## config.mk

```make
export PLATFORM = sky130hd
export DESIGN_NAME = link_sync_ctrl
export DESIGN_NICKNAME = d
export VERILOG_FILES = /design/src/rtl/link_sync_pkg.sv /design/src/rtl/link_sync_win_cnt.sv /design/src/rtl/link_sync_ctrl.sv
export SDC_FILE = /design/constraint.sdc
export NUM_CORES = 1
export LEC_CHECK = 0
export ABC_AREA = 1
export BUFFER_PORTS_ARGS = -buffer_cell sky130_fd_sc_hd__buf_2
export CELL_PAD_IN_SITES_DETAIL_PLACEMENT = 0
export CELL_PAD_IN_SITES_GLOBAL_PLACEMENT = 1
export CORE_AREA = 8 8 89 91
export DETAILED_ROUTE_END_ITERATION = 10
export DIE_AREA = 0 0 97 99
export GPL_ROUTABILITY_DRIVEN = 0
export HOLD_SLACK_MARGIN = 0.12
export PLACE_DENSITY = 0.53
export SETUP_SLACK_MARGIN = 0.2
export SYNTH_ARGS = -nofsm -noshare
export SYNTH_HDL_FRONTEND = slang
export SYNTH_HIERARCHICAL = 1
export SYNTH_SLANG_ARGS = --single-unit
```

## constraint.sdc

```tcl
create_clock -name clk_4f -period 3.78 [get_ports clk_4f]
set_input_delay 1.134 -clock clk_4f [delete_from_list [all_inputs] [get_ports clk_4f]]
set_output_delay 1.134 -clock clk_4f [all_outputs]
set_load 0.005 [all_outputs]
```

## src/rtl/link_sync_pkg.sv

```systemverilog
// rtl/link_sync_pkg.sv - shared codes, window defaults and FSM encoding for link_sync_ctrl
package link_sync_pkg;

   localparam logic [7:0] COMMA_CODE     = 8'hBC;
   localparam logic [7:0] IDLE_CODE      = 8'h7C;
   localparam int         LOCK_CNT_DEF   = 4;
   localparam int         SEARCH_WIN_DEF = 16;
   localparam int         SLIP_HOLD_DEF  = 8;
   localparam int         LOSS_WIN_DEF   = 64;

   typedef enum logic [1:0] {
      ST_SEARCH    = 2'd0,
      ST_CONFIRM   = 2'd1,
      ST_LOCKED    = 2'd2,
      ST_SLIP_WAIT = 2'd3
   } state_t;

endpackage

```

## src/rtl/link_sync_win_cnt.sv

```systemverilog
// rtl/link_sync_win_cnt.sv - clearable enabled window counter with terminal-count flag
module link_sync_win_cnt #(
   parameter int TERM = 16
) (
   input  logic clk_4f,
   input  logic reset_L,
   input  logic clr,
   input  logic en,
   output logic hit
);

   localparam int W = $clog2(TERM + 1);

   logic [W-1:0] count;

   // hit flags the enabled increment that would reach TERM; the owner clears on it
   assign hit = en && (count == W'(TERM - 1));

   // clear has priority over counting so a hit restarts the window from zero
   always_ff @(posedge clk_4f) begin
      if (!reset_L || clr) begin
         count <= '0;
      end else if (en) begin
         count <= count + 1'b1;
      end
   end

endmodule

```

## src/rtl/link_sync_ctrl.sv

```systemverilog
// rtl/link_sync_ctrl.sv - comma-based word alignment and lock controller
module link_sync_ctrl
   import link_sync_pkg::*;
#(
   parameter logic [7:0] COMMA      = COMMA_CODE,
   parameter logic [7:0] IDLE       = IDLE_CODE,
   parameter int         LOCK_CNT   = LOCK_CNT_DEF,
   parameter int         SEARCH_WIN = SEARCH_WIN_DEF,
   parameter int         SLIP_HOLD  = SLIP_HOLD_DEF,
   parameter int         LOSS_WIN   = LOSS_WIN_DEF
) (
   input  logic       clk_4f,
   input  logic       reset_L,
   input  logic [7:0] data_in,
   input  logic       word_valid,
   output logic       slip,
   output logic       active,
   output logic [2:0] BC_counter,
   output logic [7:0] data_out,
   output logic       valid_out
);

   state_t state;

   logic is_comma;
   logic is_idle;
   logic search_en, search_clr, search_hit;
   logic hold_en, hold_clr, hold_hit;
   logic loss_en, loss_clr, loss_hit;

   assign is_comma = (data_in == COMMA);
   assign is_idle  = (data_in == IDLE);

   // Window counters run only in their own state and are held at zero elsewhere,
   // so every entry into a state starts a fresh window.
   assign search_en  = (state == ST_SEARCH) && word_valid && !is_comma;
   assign search_clr = (state != ST_SEARCH) || (word_valid && is_comma) || search_hit;

   assign hold_en    = (state == ST_SLIP_WAIT);
   assign hold_clr   = (state != ST_SLIP_WAIT) || hold_hit;

   assign loss_en    = (state == ST_LOCKED) && word_valid && !is_comma;
   assign loss_clr   = (state != ST_LOCKED) || (word_valid && is_comma) || loss_hit;

   link_sync_win_cnt #(.TERM(SEARCH_WIN)) u_search_cnt (
      .clk_4f  (clk_4f),
      .reset_L (reset_L),
      .clr     (search_clr),
      .en      (search_en),
      .hit     (search_hit)
   );

   link_sync_win_cnt #(.TERM(SLIP_HOLD)) u_hold_cnt (
      .clk_4f  (clk_4f),
      .reset_L (reset_L),
      .clr     (hold_clr),
      .en      (hold_en),
      .hit     (hold_hit)
   );

   link_sync_win_cnt #(.TERM(LOSS_WIN)) u_loss_cnt (
      .clk_4f  (clk_4f),
      .reset_L (reset_L),
      .clr     (loss_clr),
      .en      (loss_en),
      .hit     (loss_hit)
   );

   // Alignment FSM; slip and valid_out are single-cycle pulses defaulting low each clock
   always_ff @(posedge clk_4f) begin
      if (!reset_L) begin
         state      <= ST_SEARCH;
         slip       <= 1'b0;
         active     <= 1'b0;
         BC_counter <= 3'd0;
         data_out   <= 8'h00;
         valid_out  <= 1'b0;
      end else begin
         slip      <= 1'b0;
         valid_out <= 1'b0;
         case (state)
            ST_SEARCH: begin
               if (word_valid) begin
                  if (is_comma) begin
                     BC_counter <= 3'd1;
                     if (LOCK_CNT == 1) begin
                        state  <= ST_LOCKED;
                        active <= 1'b1;
                     end else begin
                        state <= ST_CONFIRM;
                     end
                  end else if (search_hit) begin
                     slip  <= 1'b1;
                     state <= ST_SLIP_WAIT;
                  end
               end
            end
            ST_CONFIRM: begin
               if (word_valid) begin
                  if (is_comma) begin
                     BC_counter <= BC_counter + 3'd1;
                     if (BC_counter == 3'(LOCK_CNT - 1)) begin
                        state  <= ST_LOCKED;
                        active <= 1'b1;
                     end
                  end else begin
                     BC_counter <= 3'd0;
                     state      <= ST_SEARCH;
                  end
               end
            end
            ST_LOCKED: begin
               if (word_valid) begin
                  if (loss_hit) begin
                     state      <= ST_SEARCH;
                     active     <= 1'b0;
                     BC_counter <= 3'd0;
                  end else if (!is_comma && !is_idle) begin
                     data_out  <= data_in;
                     valid_out <= 1'b1;
                  end
               end
            end
            ST_SLIP_WAIT: begin
               if (hold_hit) begin
                  state      <= ST_SEARCH;
                  BC_counter <= 3'd0;
               end
            end
            default: state <= ST_SEARCH;
         endcase
      end
   end

endmodule

```

==> key figures <==
Run status
  – Status: completed

Setup path
  – Setup CP Type: input pin to register
  – CP Capture Type: register
  – R2R depth: 14
  – Arr. time, crit path: 3.02 ns
  – CP startpoint kind: input pin
  – CP required: 3.99 ns
  – Worst r2r src: state[1]
  – Critical Path Start: data_in[1]
  – Critical-path maximum fanout: 5
  – R2R Setup Slk: 1.69 ns
  – Reg-to-reg endpoint: BC_counter[1]

Yosys
  – Synth top area cells: dfxtp_1 40%, nor2_1 10%, nand2_1 7.8%
  – Yosys reg bits: 32
  – Area share of the largest cell type after synthesis: 40.28%
  – Post-Syn Nets: 240
  – Synth area leader: dfxtp_1
  – Syn Area/Cell: 7.131 um^2
  – Synthesized cell area: 0.001590 mm^2
  – Synth cell types: 26
  – Synth warn: 6
  – Sequential fraction of the synthesis area: 40.28%
  – Gate count after technology mapping: 223

Clock tree
  – Post-cts hold buffer count: 0
  – CTS tree: yes
  – CTS buffer count: 5
  – Setup repair bufs after CTS: 0
  – Clock root cell: clkbuf_8
  – Total number of clock tree sinks: 32
  – CTS Buffer Depth: 2
  – Worst skew pair latency: 0.28 ns
  – H-tree Lvls: 2
  – Cts repair resizes: 0
  – CTS clk-pin slew, worst paths: 0.07 ns

Layout
  – Antenna diodes: 0
  – Filler instances: 752
  – Layout cell share with drive strength beyond 1: 24.41%
  – Post-route design area: 0.001894 mm^2
  – Nets: 270
  – Area grow syn2layout: 19.12%

Global route
  – First-pass GRT wire length: 6.279 mm
  – GRT Total Usage: 7.837%
  – Largest net degree at the start of global routing: 18
  – GR Overflow Total: 0
  – Vias in the first global route: 1381
  – Initial antenna violation count: 0

Placed design
  – Detailed placer's ending HPWL: 2.710 mm
  – Port buffer count: 24
  – Area after DPL: 0.001802 mm^2

STA
  – Final period util: 74.36%
  – RSZ-0062 raised after global routing: no
  – Setup Viol. Count Final: 0
  – Fmax: 355.8 MHz
  – Setup TNS: 0 ns
  – Max Slew Vio Count: 0
  – Max transition margin: 76.98%
  – Final Hold Fails: 0
  – Tmin final: 2.811 ns
  – Worst-Margin Slew: 0.3449 ns
  – Skew final: 0.005595 ns

Detailed routing
  – Drt drc: 0
  – Drt via density: 4.213
  – Antenna-violating nets left: 0
  – Post-Route WL: 3.510 mm
  – DRT Pass-1 Iters: 4
  – DR iter-0 viols: 50
  – Vias after detailed routing: 1407
  – DR WL/cell: 10.51 um

Floorplanning
  – Die Ht: 99 um
  – # IOs: 25
  – Die Area: 0.009603 mm^2
  – Row cnt: 30
  – Core Box Area: 0.006569 mm^2
  – Die X: 97 um
  – Starting Density: 24.21%

Hold path
  – WHS Endpoint: u_loss_cnt/count[6]
  – Worst hold-check path type: register to register
  – Hold path start: u_loss_cnt/count[6]
  – Hold path depth: 2

Pwr
  – Cell Pwr Density: 435.4 mW/mm^2
  – Worst VDD drop: 0.1659 mV
  – Leakage power: 0.8548 nW

Run
  – Max capacitance violation total: 0
final cells by class:
type | count | area [um^2] | area share [%]
repair buffers | 25 | 127.6 | 6.737
clock buffers | 6 | 82.58 | 4.359
inverters | 35 | 133.9 | 7.067
clock inverters | 2 | 10.01 | 0.5284
well taps | 80 | 100.1 | 5.284
multi-input cells | 154 | 799.5 | 42.21
flip-flops and latches | 32 | 640.6 | 33.82
layout by cell type (no fill, tap or decap):
cell and count:
and3_1 1, nor2_4 2, o21ai_1 3, inv_2 3, nand2_4 1, inv_4 1, buf_2 24, nand2_1 33
nor3_1 6, o21ai_0 14, o21ai_2 1, nor2_2 6, clkinv_2 2, nor2_1 43, nand3_2 3, nand2_2 9
clkbuf_8 6, buf_4 1, dfxtp_1 32, a21oi_1 13, ha_1 6, xnor2_1 1, and3b_2 1, nand4_1 2
inv_1 31, nand3b_1 1, a21oi_2 2, nand3_1 6
where the power goes:
group	switching, mW	internal, mW
combinational	0.103	0.0614
clock	0.131	0.145
sequential	0.0210	0.363
sequential cells by signal (all words and copies together) (netlist names):
signal / count
slip: 1
u_hold_cnt/count: 4
BC_counter: 3
active: 1
valid_out: 1
u_loss_cnt/count: 7
state: 2
data_out: 8
u_search_cnt/count: 5
per-stage QoR:
stage	total power, mW	worst slack, ns	hold WS [ns]	std cells	util, %
2_1_floorplan	0.5158	0.7877	0.4373	223	-
3_3_place_gp	0.5628	0.6455	0.4586	326	27.43
6_report	0.8248	0.9692	0.4655	334	28.84
5_1_grt	0.8868	0.6859	0.4827	334	28.84
4_1_cts	0.8473	0.9313	0.4677	334	28.84
3_5_place_dp	0.5621	0.6138	0.4565	326	27.43
worst max-delay path by stage:
stage                          end  cells past startpoint
4_1_cts        u_loss_cnt/count[4]                     17
2_1_floorplan        BC_counter[1]                     18
5_1_grt        u_loss_cnt/count[4]                     17
3_3_place_gp   u_loss_cnt/count[4]                     17
6_report       u_loss_cnt/count[4]                     17
3_5_place_dp   u_loss_cnt/count[4]                     17
cells by family (layout without fill, tap and decap cells):
logic type               Yosys count  after routing  synth area share [%]
AND/OR/NAND/NOR                  114            114                 33.91
XOR/XNOR                           1              1                0.5508
buffers and inverters             37             68                 9.441
AO/OA/AOI/OAI                     33             33                 11.09
flip-flops                        32             32                 40.28
adder cells (fa/ha/maj)            6              6                 4.721
worst max-delay path, stage by stage:
cell	delay, ns
buf_2	0.10
inv_1	0.04
nand2_1	0.06
nor2_2	0.16
nand2_2	0.12
inv_2	0.09
nor3_1	0.07
nand2_2	0.12
nor2_4	0.04
nand3_2	0.07
inv_1	0.04
nand3b_1	0.23
inv_1	0.09
nand2_1	0.06
nor2_1	0.25
inv_1	0.14
nor3_1	0.18
synthesized netlist by cell type:
library cell,instances
and3_1,1
nand3_2,3
nor3_1,6
inv_1,31
buf_2,1
inv_2,3
buf_6,1
nor2_1,43
o21ai_1,3
nand3b_1,1
nand2_4,1
nor2_2,6
ha_1,6
nor2_4,2
and3b_2,1
a21oi_2,2
nand3_1,6
o21ai_2,1
dfxtp_1,32
nand4_1,2
a21oi_1,13
nand2_2,9
nand2_1,33
xnor2_1,1
inv_4,1
o21ai_0,14
layer usage:
metal	up-vias	global-route usage [%]	routed length, um	share of wire (%)
met5	-	0	0	0
met4	0	4.260	82	2.3
met3	8	1.889	84	2.4
met2	16	12.45	1658	47
met1	624	9.508	1684	48
li1	759	-	-	-
(Power assumes the default switching activity.)
